File: src/rtl/read_pointer_empty.sv
// Read-side pointer, RAM read address and registered empty/occupancy status of an async FIFO.
// Optional sticky underflow flag under READ_UNDERFLOW_FLAG_EN.
module read_pointer_empty #(
    parameter int address_size       = 4,
    parameter int almost_empty_level = 2
) (
    input  logic                    read_clk,
    input  logic                    rreset_n,
    input  logic                    read_inc,
    input  logic [address_size:0]   write_pointer_s,
`ifdef READ_UNDERFLOW_FLAG_EN
    input  logic                    underflow_clear,
    output logic                    read_underflow,
`endif
    output logic [address_size-1:0] read_address,
    output logic [address_size:0]   read_pointer,
    output logic                    read_empty,
    output logic                    read_almost_empty,
    output logic [address_size:0]   read_count
);

    localparam logic [address_size:0] AE_LEVEL = almost_empty_level[address_size:0];

    logic [address_size:0] rbin;
    logic [address_size:0] rbin_next;
    logic [address_size:0] rgray_next;
    logic [address_size:0] wbin_s;
    logic [address_size:0] count_next;
    logic                  rinc_eff;

    always_comb begin
        rinc_eff   = read_inc & ~read_empty;
        rbin_next  = rbin + {{address_size{1'b0}}, rinc_eff};
        rgray_next = (rbin_next >> 1) ^ rbin_next;
        // Gray to binary: each bit is the XOR of itself and all higher Gray bits
        wbin_s               = '0;
        wbin_s[address_size] = write_pointer_s[address_size];
        for (int i = address_size - 1; i >= 0; i--) begin
            wbin_s[i] = wbin_s[i+1] ^ write_pointer_s[i];
        end
        count_next = wbin_s - rbin_next;
    end

    always_ff @(posedge read_clk or negedge rreset_n) begin
        if (!rreset_n) begin
            rbin              <= '0;
            read_pointer      <= '0;
            read_empty        <= 1'b1;
            read_almost_empty <= 1'b1;
            read_count        <= '0;
        end else begin
            rbin              <= rbin_next;
            read_pointer      <= rgray_next;
            read_empty        <= (rgray_next == write_pointer_s);
            read_almost_empty <= (count_next <= AE_LEVEL);
            read_count        <= count_next;
        end
    end

    assign read_address = rbin[address_size-1:0];

`ifdef READ_UNDERFLOW_FLAG_EN
    // Set has priority over clear so a same-edge underflow is never lost
    always_ff @(posedge read_clk or negedge rreset_n) begin
        if (!rreset_n) begin
            read_underflow <= 1'b0;
        end else if (read_inc & read_empty) begin
            read_underflow <= 1'b1;
        end else if (underflow_clear) begin
            read_underflow <= 1'b0;
        end
    end
`endif

endmodule

File: config.mk
export PLATFORM = sky130hd
export DESIGN_NAME = read_pointer_empty
export DESIGN_NICKNAME = d
export VERILOG_FILES = /design/src/rtl/read_pointer_empty.sv
export SDC_FILE = /design/constraint.sdc
export NUM_CORES = 1
export LEC_CHECK = 0
export BUFFER_PORTS_ARGS = -buffer_cell sky130_fd_sc_hd__buf_2
export CAP_MARGIN = 5
export CORE_UTILIZATION = 50
export DETAILED_ROUTE_END_ITERATION = 6
export GPL_ROUTABILITY_DRIVEN = 0
export PLACE_DENSITY = 0.77
export SKIP_CTS_REPAIR_TIMING = 1
export SYNTH_ARGS = -nofsm -noshare
export SYNTH_HDL_FRONTEND = slang
export SYNTH_SLANG_ARGS = --single-unit
File: constraint.sdc
create_clock -name read_clk -period 3.5 [get_ports read_clk]
set_clock_uncertainty 0.2 [all_clocks]
set_input_delay 0.875 -clock read_clk [delete_from_list [all_inputs] [get_ports read_clk]]
set_output_delay 0.875 -clock read_clk [all_outputs]
set_load 0.005 [all_outputs]
-- Word level (Yosys, flattened, before mapping)
Index checks and enable logic that the tools add are counted.
- input port bits: 8
- register bits: 17
- bitwise operators: 7
- add/subtract/negate cells: 2
- order comparisons: 1
- eq/ne operators: 1
- operators by type and width (operator ; number):
    $add 5x1->5 ; 1
    $eq 5x5->1 ; 1
    $le 5x2->1 const B ; 1
    $sub 5x5->5 ; 1
    $xor 4x5->5 ; 1
    $xor 1x1->1 ; 4
    $and 1x1->1 ; 1
    $not 1->1 ; 1

-- Depth between registers and ports, before layout
Gate-level depths: netlist of the first run.
- word-level depth: 6
- mapped depth: 9

-- Worst setup path after synthesis of the first run
Ideal clock, no wire load.
- path kind: input port to flip-flop
- start point: in write_pointer_s[4]
- end point: reg read_almost_empty
- path slack: 222 ps
- cell stages on the path: 9
- library setup time: 105 ps
- arrival: 2974 ps
- required time: 3195 ps
- cell sequence: xor3_2 -> xor2_1 -> xnor2_1 -> ha_1 -> inv_1 -> fa_1 -> a31oi_1 -> xnor2_1 -> a2111oi_2
- word-level cells in the longest chain between the ends: 6
- ends and longest elaborated chain (what ; line ; RTL):
    from (decl) ; 10 ; input logic [address_size:0] write_pointer_s,
    $xor 1x1->1 (4 in a row) ; 39 ; wbin_s[i] = wbin_s[i+1] ^ write_pointer_s[i];
    $sub 5x5->5 * ; 41 ; count_next = wbin_s - rbin_next;
    named net count_next[4] ; 28 ; logic [address_size:0] count_next;
    $le 5x2->1 * ; 55 ; read_almost_empty <= (count_next <= AE_LEVEL);
    to (signal assigned) ; 55 ;
    to (decl) ; 18 ; output logic read_almost_empty,
The timed path passes the listed nets; every way through them passes the cells marked *.

-- Final worst setup path of the first run
Same ends and word-level chain as after synthesis.

==> results of run 1 <==
## layer usage
metal | share of wire (%) | vias up
met2 | 49 | 12
met1 | 47 | 264
met4 | 1.2 | 0
li1 | - | 283
met3 | 2.6 | 2
met5 | 0 | -
## cells by family (layout without fill, tap and decap cells)
| family | Yosys count | after routing | share of synthesized area, % |
|---|---|---|---|
| adders and majority gates | 7 | 7 | 10.9 |
| xor gates and xnor gates | 23 | 23 | 26.6 |
| AOI/OAI and AO/OA | 7 | 7 | 6.29 |
| buffers and inverters | 8 | 35 | 4.29 |
| DFF | 16 | 16 | 46.1 |
| and+or+nand+nor | 8 | 8 | 5.87 |
## metrics by stage
stage          std cells  cell area, sq um  utilization [%]
2_1_floorplan         69               875                -
3_3_place_gp         108              1010             64.0
3_5_place_dp         108              1010             64.0
4_1_cts              112              1050             66.3
5_1_grt              112              1050             66.3
6_report             112              1050             66.3
## worst max path at each step
stage	from	end	slack [ns]	cells after the start
6_report	write_pointer_s[4]	read_almost_empty	0.38	10
5_1_grt	write_pointer_s[4]	read_almost_empty	0.23	10
4_1_cts	write_pointer_s[4]	read_almost_empty	0.35	10
3_5_place_dp	write_pointer_s[4]	read_almost_empty	0.06	10
3_3_place_gp	write_pointer_s[4]	read_almost_empty	0.06	10
2_1_floorplan	write_pointer_s[4]	read_almost_empty	0.22	9
## power by group through the flow
stage | combinational (mW) | clock, mW | sequential, mW
after floorplan | 0.525 | 0 | 0.348
after global placement | 0.687 | 0 | 0.350
after detailed placement | 0.707 | 0 | 0.355
after CTS | 0.713 | 0.125 | 0.351
after global routing | 0.781 | 0.134 | 0.362
final | 0.697 | 0.119 | 0.351
## final cells by class
type | instances | share of cell area (%)
Tap cell | 16 | 1.91
Sequential cell | 16 | 38.5
Clock buffer | 4 | 3.47
Multi-Input combinational cell | 45 | 41.5
Inverter | 6 | 2.15
Timing Repair Buffer | 25 | 12.4
## cells in the mapped netlist
library cell and n:
xnor2_1 15, dfrtp_1 14, ha_1 6, inv_1 6, xor2_1 6, a21o_1 2
a21oi_1 2, buf_4 2, dfstp_2 2, nand3_1 2, nor2b_1 2, a2111oi_2 1
a311oi_1 1, a31oi_1 1, and3b_1 1, and4b_1 1, fa_1 1, nand2_1 1
nand4_1 1, xor3_1 1, xor3_2 1
## state kept, by name (all words and copies together) (netlist names)
signal,cells
rbin,5
read_count,5
read_pointer,4
read_almost_empty,1
read_empty,1
## worst max-delay path, delay by kind of cell
| kind | cells | cell delay [ns] |
|---|---|---|
| adder cells (fa/ha/maj) | 2 | 0.54 |
| AO/OA/AOI/OAI | 2 | 0.55 |
| buffers and inverters | 2 | 0.18 |
| XOR/XNOR | 4 | 0.97 |
==> impl_metrics.toml, run 1 <==
[timing]
setup_violations = 0
fin_crit_ns = 3.12
timing.fmax_ghz = 0.320
finalHoldViolCount = 0
worst_slack_ns = 0.375
fin_crit_sh_pct = 89.3
slew_headroom_pct = 69.5
finalMaxSlewViolations = 0
fin_tns_setup_ns = 0
tightest_slew_ns = 0.454
rsz0062_at_grt = "no"
holdWs_ns = 0.291

[cells_and_area]
final_common_cell = "buf_2"
layout_common_cells = "buf_2 (23), xnor2_1 (15), dfrtp_1 (14)"
diodes = 0
syn_to_final_growth_pct = 19.6
multi_input_area_sq_um = 434
drive_gt1_share_pct = 34.4
register_area_sq_um = 403
fillers = 129
nets = 112

[synthesis]
netlist_area_sq_um = 875
yosysSeqAreaShare_pct = 46.1
synth_top_area_share_pct = 40.1
syn_inst = 69
synthTopCellsByArea = "dfrtp_1 (40%), xnor2_1 (15%), ha_1 (8.6%), dfstp_2 (6.0%), xor2_1 (6.0%)"
synth_nets = 84
yosysTopAreaCell = "dfrtp_1"
avgSynthCellArea_sq_um = 12.7
synth_seq_cells = 16
netlist-cell-type-count = 21
yosys_warnings = 0

[clock_network]
cts.root.buffer_cell = "clkbuf_4"
h-tree-depth = 1
clkLatencyLatePin_ns = 0.28
tritoncts = "yes"
clockBufferDepth = 2
cts_sinks = 16
cts_made_buffers = 3
clk_pin_slew_ns = 0.09

[worst_setup_path]
end_kind = "flip-flop"
max_stage_delay_ns = 0.47
crit_arrival_ns = 3.11
critPathRequiredTime_ns = 3.49
cp_cell_sequence = "buf_2, xor3_2, xor2_1, xnor2_1, ha_1, inv_1, fa_1, a31oi_1, xnor2_1, a2111oi_2"
crit_path_frequent_cell = "xnor2_1"
path_max_fanout = 3
cp-start-kind = "input pin"
reg2reg_depth = 9
r2r-start = "read_empty"
cpMaxStageDelayCell = "xor3_2"
r2r_slack_ns = 0.79
crit_type = "input pin to flip-flop"
rr_endpoint = "read_almost_empty"

[die]
die-area_sq_um = 1920
fp.dieW_um = 43.8
rows = 14
core_area_sq_um = 1580
dieHeight_um = 43.8
io_pins = 24
start_util_pct = 55.5

[power_and_ir_drop]
clockPowerShare_pct = 10.2
power_leakage_nw = 0.524
p_per_area_nw_per_um2 = 1120
power.share.sequential_pct = 30.1
power_switching_mw = 0.461
switching_share_pct = 39.5
max-vdd-ir-drop_v = 0.000671
power_mw = 1.17
pwr-share-comb_pct = 59.7
p_int_mw = 0.706

[grt]
grt_usage_pct = 17.6
top_usage_layer = "met2"
grt_max_degree = 17
use_met2_pct = 26.3
antenna_found_initial = 0
grt.overflow.total = 0
met1_usage_pct = 23.2
grt_pass1_vias = 582
grt_pass1_wl_um = 2410
met3_usage_pct = 4.17

[route]
dr.pass1.iters = 6
ant_nets = 0
num_vias = 561
first_iter_violations = 6
wl_per_cell_um = 12.9
routed_wl_um = 1440
vias_per_cell = 5.01
drc = 3

[min_path]
hold_class = "input pin to async pin"

[job]
maxCapViolCount = 0

[placed_design]
io_buffers = 23
hpwlAfterDp_um = 1160
dp_slack_ns = 0.0598

[status]
status = "complete, but fails checks"
violations = "DRC"
(Power assumes the default switching activity.)
==> run 2, diff against run 1 <==
--- a/config.mk
+++ b/config.mk
@@ -5,7 +5,7 @@
 export SDC_FILE = /design/constraint.sdc
 export NUM_CORES = 1
 export LEC_CHECK = 0
-export BUFFER_PORTS_ARGS = -buffer_cell sky130_fd_sc_hd__buf_2
+export BUFFER_PORTS_ARGS = -buffer_cell sky130_fd_sc_hd__clkbuf_2
 export CAP_MARGIN = 5
 export CORE_UTILIZATION = 50
 export DETAILED_ROUTE_END_ITERATION = 6
==> run 2 against run 1 <==
  * The flow still finishes with violations (DRC)
  * Fmax is 1.3% lower
  * First-iteration DRC count is 67% higher
  * Utilization is 0.40 points lower
  * Sequential share of layout area is 0.23 points higher
  * Routed wire length is 2.4% lower
  * Critical path type unchanged
  * Largest cell class unchanged
  * Largest power group unchanged
==> impl_metrics.toml, run 2 (synthesis gave the netlist of run 1 again) <==
[clock_network]
tritoncts = "yes"
clockBufferDepth = 2
cts_sinks = 16
cts.root.buffer_cell = "clkbuf_4"
clk_pin_slew_ns = 0.08
clkLatencyLatePin_ns = 0.28
cts_made_buffers = 3
h-tree-depth = 1

[die]
rows = 14
core_area_sq_um = 1580
fp.dieW_um = 43.8
io_pins = 24
start_util_pct = 55.5
dieHeight_um = 43.8
die-area_sq_um = 1920

[cells_and_area]
top_regs = "rbin x5, read_count x5, read_pointer x4"
syn_to_final_growth_pct = 18.9
fin_cells = 112
nets = 113
drive_gt1_share_pct = 34.4
layout_common_cells = "clkbuf_2 (23), xnor2_1 (15), dfrtp_1 (14)"
final_common_cell = "clkbuf_2"
diodes = 0

[route]
first_iter_violations = 10
wl_per_cell_um = 12.6
routed_wl_um = 1410
vias_per_cell = 5.13
ant_nets = 0
drc = 3
dr.pass1.iters = 7
num_vias = 574

[job]
maxCapViolCount = 0

[grt]
antenna_found_initial = 0
grt_usage_pct = 16.8
grt.overflow.total = 0
grt_max_degree = 17
grt_pass1_wl_um = 2330
grt_pass1_vias = 529

[timing]
rsz0062_at_grt = "no"
slew_headroom_pct = 68.3
timing.fmax_ghz = 0.316
finalMaxSlewViolations = 0
fin_tns_setup_ns = 0
setup_violations = 0
tightest_slew_ns = 0.472
fin_crit_ns = 3.16
fin_crit_sh_pct = 90.4
worst_slack_ns = 0.335
finalHoldViolCount = 0

[placed_design]
dp_slack_ns = 0.0178
hpwlAfterDp_um = 1130
io_buffers = 23
dp.cells = 109

[worst_setup_path]
crit_arrival_ns = 3.14
cp-start-kind = "input pin"
crit_type = "input pin to flip-flop"
critPathRequiredTime_ns = 3.48
end_kind = "flip-flop"
path_max_fanout = 3

[power_and_ir_drop]
p_per_area_nw_per_um2 = 1100
power_leakage_nw = 0.524
max-vdd-ir-drop_v = 0.000628

[min_path]
hold_class = "input pin to async pin"

[status]
status = "complete, but fails checks"
violations = "DRC"
## run 2: layer usage
layer	vias to the layer above	global-route usage, %	part of all wire (%)
met1	273	22.2	47
met2	12	26.3	49
met4	0	9.38	1.4
met3	4	2.50	2.9
met5	-	0	0
li1	285	-	-
## run 2: critical path, stage by stage
cell and delay [ns]:
clkbuf_2 0.12, xor3_2 0.48, xor2_1 0.23, xnor2_1 0.15, ha_1 0.16, inv_1 0.05
fa_1 0.39, a31oi_1 0.21, xnor2_1 0.11, a2111oi_2 0.35
## run 2: worst paths after layout
path / start / endpoint / slack, ns / cells past startpoint
max: write_pointer_s[4] / read_almost_empty / 0.34 / 10
min: rreset_n / read_count[1] / 0.31 / 1
max reg2reg: read_empty / read_almost_empty / 0.88 / 9
min reg2reg: rbin[4] / rbin[4] / 0.36 / 1
max in group asynchronous: rreset_n / read_almost_empty / 2.47 / 1
min in group read_clk: rbin[4] / rbin[4] / 0.36 / 1
## run 2: area by class of cell
cell class              count  area [sq um]
fillers                   118           537
multi-input cells          45           434
flip-flops and latches     16           403
repair buffers             26           138
clock buffers               3          22.5
inverters                   6          22.5
well taps                  16          20.0
## run 2: stage by stage
stage / area [sq um] / utilization [%] / hold slack [ns] / total power, mW
2_1_floorplan: 875 / - / 0.347 / 0.873
3_3_place_gp: 1020 / 64.5 / 0.351 / 1.05
3_5_place_dp: 1020 / 64.5 / 0.354 / 1.06
4_1_cts: 1040 / 66.0 / 0.299 / 1.16
5_1_grt: 1040 / 66.0 / 0.320 / 1.25
6_report: 1040 / 66.0 / 0.307 / 1.15
## run 2: power breakdown
part | switching, mW | internal [mW] | total [mW]
sequential | 0.0615 | 0.292 | 0.354
clock | 0.0519 | 0.0399 | 0.0918
combinational | 0.343 | 0.359 | 0.702
total | 0.456 | 0.691 | 1.15
==> run 3, diff against run 2 <==
--- a/config.mk
+++ b/config.mk
@@ -7,10 +7,12 @@
 export LEC_CHECK = 0
 export BUFFER_PORTS_ARGS = -buffer_cell sky130_fd_sc_hd__clkbuf_2
 export CAP_MARGIN = 5
-export CORE_UTILIZATION = 50
+export CELL_PAD_IN_SITES_DETAIL_PLACEMENT = 1
+export CELL_PAD_IN_SITES_GLOBAL_PLACEMENT = 1
+export CORE_UTILIZATION = 39
 export DETAILED_ROUTE_END_ITERATION = 6
 export GPL_ROUTABILITY_DRIVEN = 0
-export PLACE_DENSITY = 0.77
+export PLACE_DENSITY_LB_ADDON = 0.1
 export SKIP_CTS_REPAIR_TIMING = 1
 export SYNTH_ARGS = -nofsm -noshare
 export SYNTH_HDL_FRONTEND = slang
==> run 3 against run 2 <==
  * The run now ends clean
  * Routed wire length increased by 19%
  * Non-clock buffer count decreased by 1
  * Sequential power increased by 1%
  * Flip-flop and latch count unchanged
  * Setup slack got worse by 0.059 ns
  * Design area increased by 1.9%
  * Die area increased by 27%
  * Sequential share of layout area decreased by 0.73 points
  * Combinational power increased by 1%
  * Clock power increased by 33%
  * Critical path depth unchanged
==> impl_metrics.toml, run 3 (synthesis gave the netlist of run 1 again) <==
[status]
status = "finished, final reports clean"

[cells_and_area]
syn_to_final_growth_pct = 21.2
nets = 112
final_common_cell = "clkbuf_2"
drive_gt1_share_pct = 34.4
diodes = 0
top_regs = "rbin x5, read_count x5, read_pointer x4"
layout_common_cells = "clkbuf_2 (23), xnor2_1 (15), dfrtp_1 (14)"
fillers = 237

[die]
die-area_sq_um = 2440
rows = 16
start_util_pct = 42.8
dieHeight_um = 49.4
core_area_sq_um = 2040
io_pins = 24
fp.dieW_um = 49.4

[worst_setup_path]
crit_arrival_ns = 3.21
crit_type = "input pin to flip-flop"
cp-start-kind = "input pin"
critPathRequiredTime_ns = 3.48
end_kind = "flip-flop"
path_max_fanout = 3

[route]
drc = 0
ant_nets = 0
routed_wl_um = 1680
dr.pass1.iters = 2
num_vias = 579
wl_per_cell_um = 13.7
vias_per_cell = 4.71
first_iter_violations = 1

[clock_network]
cts_made_buffers = 3
clockBufferDepth = 2
h-tree-depth = 1
cts_sinks = 16
clk_pin_slew_ns = 0.09
clkLatencyLatePin_ns = 0.28
cts.root.buffer_cell = "clkbuf_4"
tritoncts = "yes"

[timing]
fin_crit_sh_pct = 92.1
tightest_slew_ns = 0.486
fin_tns_setup_ns = 0
holdWs_ns = 0.294
slew_headroom_pct = 67.4
timing.fmax_ghz = 0.310
finalMaxSlewViolations = 0
rsz0062_at_grt = "no"
setup_violations = 0
finalHoldViolCount = 0
fin_crit_ns = 3.22

[power_and_ir_drop]
power_mw = 1.19
power_leakage_nw = 0.526
max-vdd-ir-drop_v = 0.000558
p_per_area_nw_per_um2 = 1120

[grt]
grt_usage_pct = 15.8
grt_pass1_wl_um = 2840
grt_pass1_vias = 630
grt_max_degree = 17
antenna_found_initial = 0
grt.overflow.total = 0

[min_path]
hold_class = "input pin to async pin"

[placed_design]
hpwlAfterDp_um = 1380
io_buffers = 23

[job]
maxCapViolCount = 0
run 3: metal layers:
layer / wire [um] / up-vias / track usage (%)
met1: 761 / 286 / 19.7
met2: 870 / 8 / 26.3
met5: 0 / - / 0
met3: 38 / 2 / 2.80
li1: - / 283 / -
met4: 14 / 0 / 7.35
run 3: final timing paths:
| path | slack, ns | endpoint | startpoint | depth (start not counted) |
|---|---|---|---|---|
| setup reg to reg | 0.82 | read_almost_empty | read_empty | 9 |
| hold / removal | 0.29 | read_count[2] | rreset_n | 1 |
| min in group read_clk | 0.38 | read_pointer[2] | rbin[3] | 1 |
| hold reg to reg | 0.38 | read_pointer[2] | rbin[3] | 1 |
| setup / recovery | 0.28 | read_almost_empty | write_pointer_s[4] | 10 |
| max in group asynchronous | 2.49 | read_empty | rreset_n | 1 |
run 3: where the power goes:
group          internal [mW]  switching, mW  leakage (nW)
combinational          0.352          0.357         0.321
clock                 0.0633         0.0587        0.0210
sequential             0.292         0.0661         0.185
total                  0.707          0.482         0.526
run 3: critical path, cell delays in order:
cell and delay, ns:
clkbuf_2 0.12, xor3_2 0.48, xor2_1 0.26, xnor2_1 0.16
ha_1 0.16, inv_1 0.06, fa_1 0.40, a31oi_1 0.22
xnor2_1 0.13, a2111oi_2 0.36
run 3: final cells by class:
type                       instances  area [sq um]  share of cell area [%]
timing repair buffer              25           130                    12.3
clock buffer                       4          36.3                    3.42
inverter                           6          22.5                    2.13
tap                               27          33.8                    3.19
multi-input combinational         45           434                    41.0
sequential                        16           403                    38.0
run 3: per-stage QoR:
stage               worst slack, ns  instances  instance area [sq um]  utilization, %
floorplan                     0.222         69                    875               -
global placement             0.0551        119                   1020            50.1
detailed placement          -0.0355        119                   1020            50.1
CTS                           0.260        123                   1060            51.9
global route                  0.126        123                   1060            51.9
finish                        0.277        123                   1060            51.9
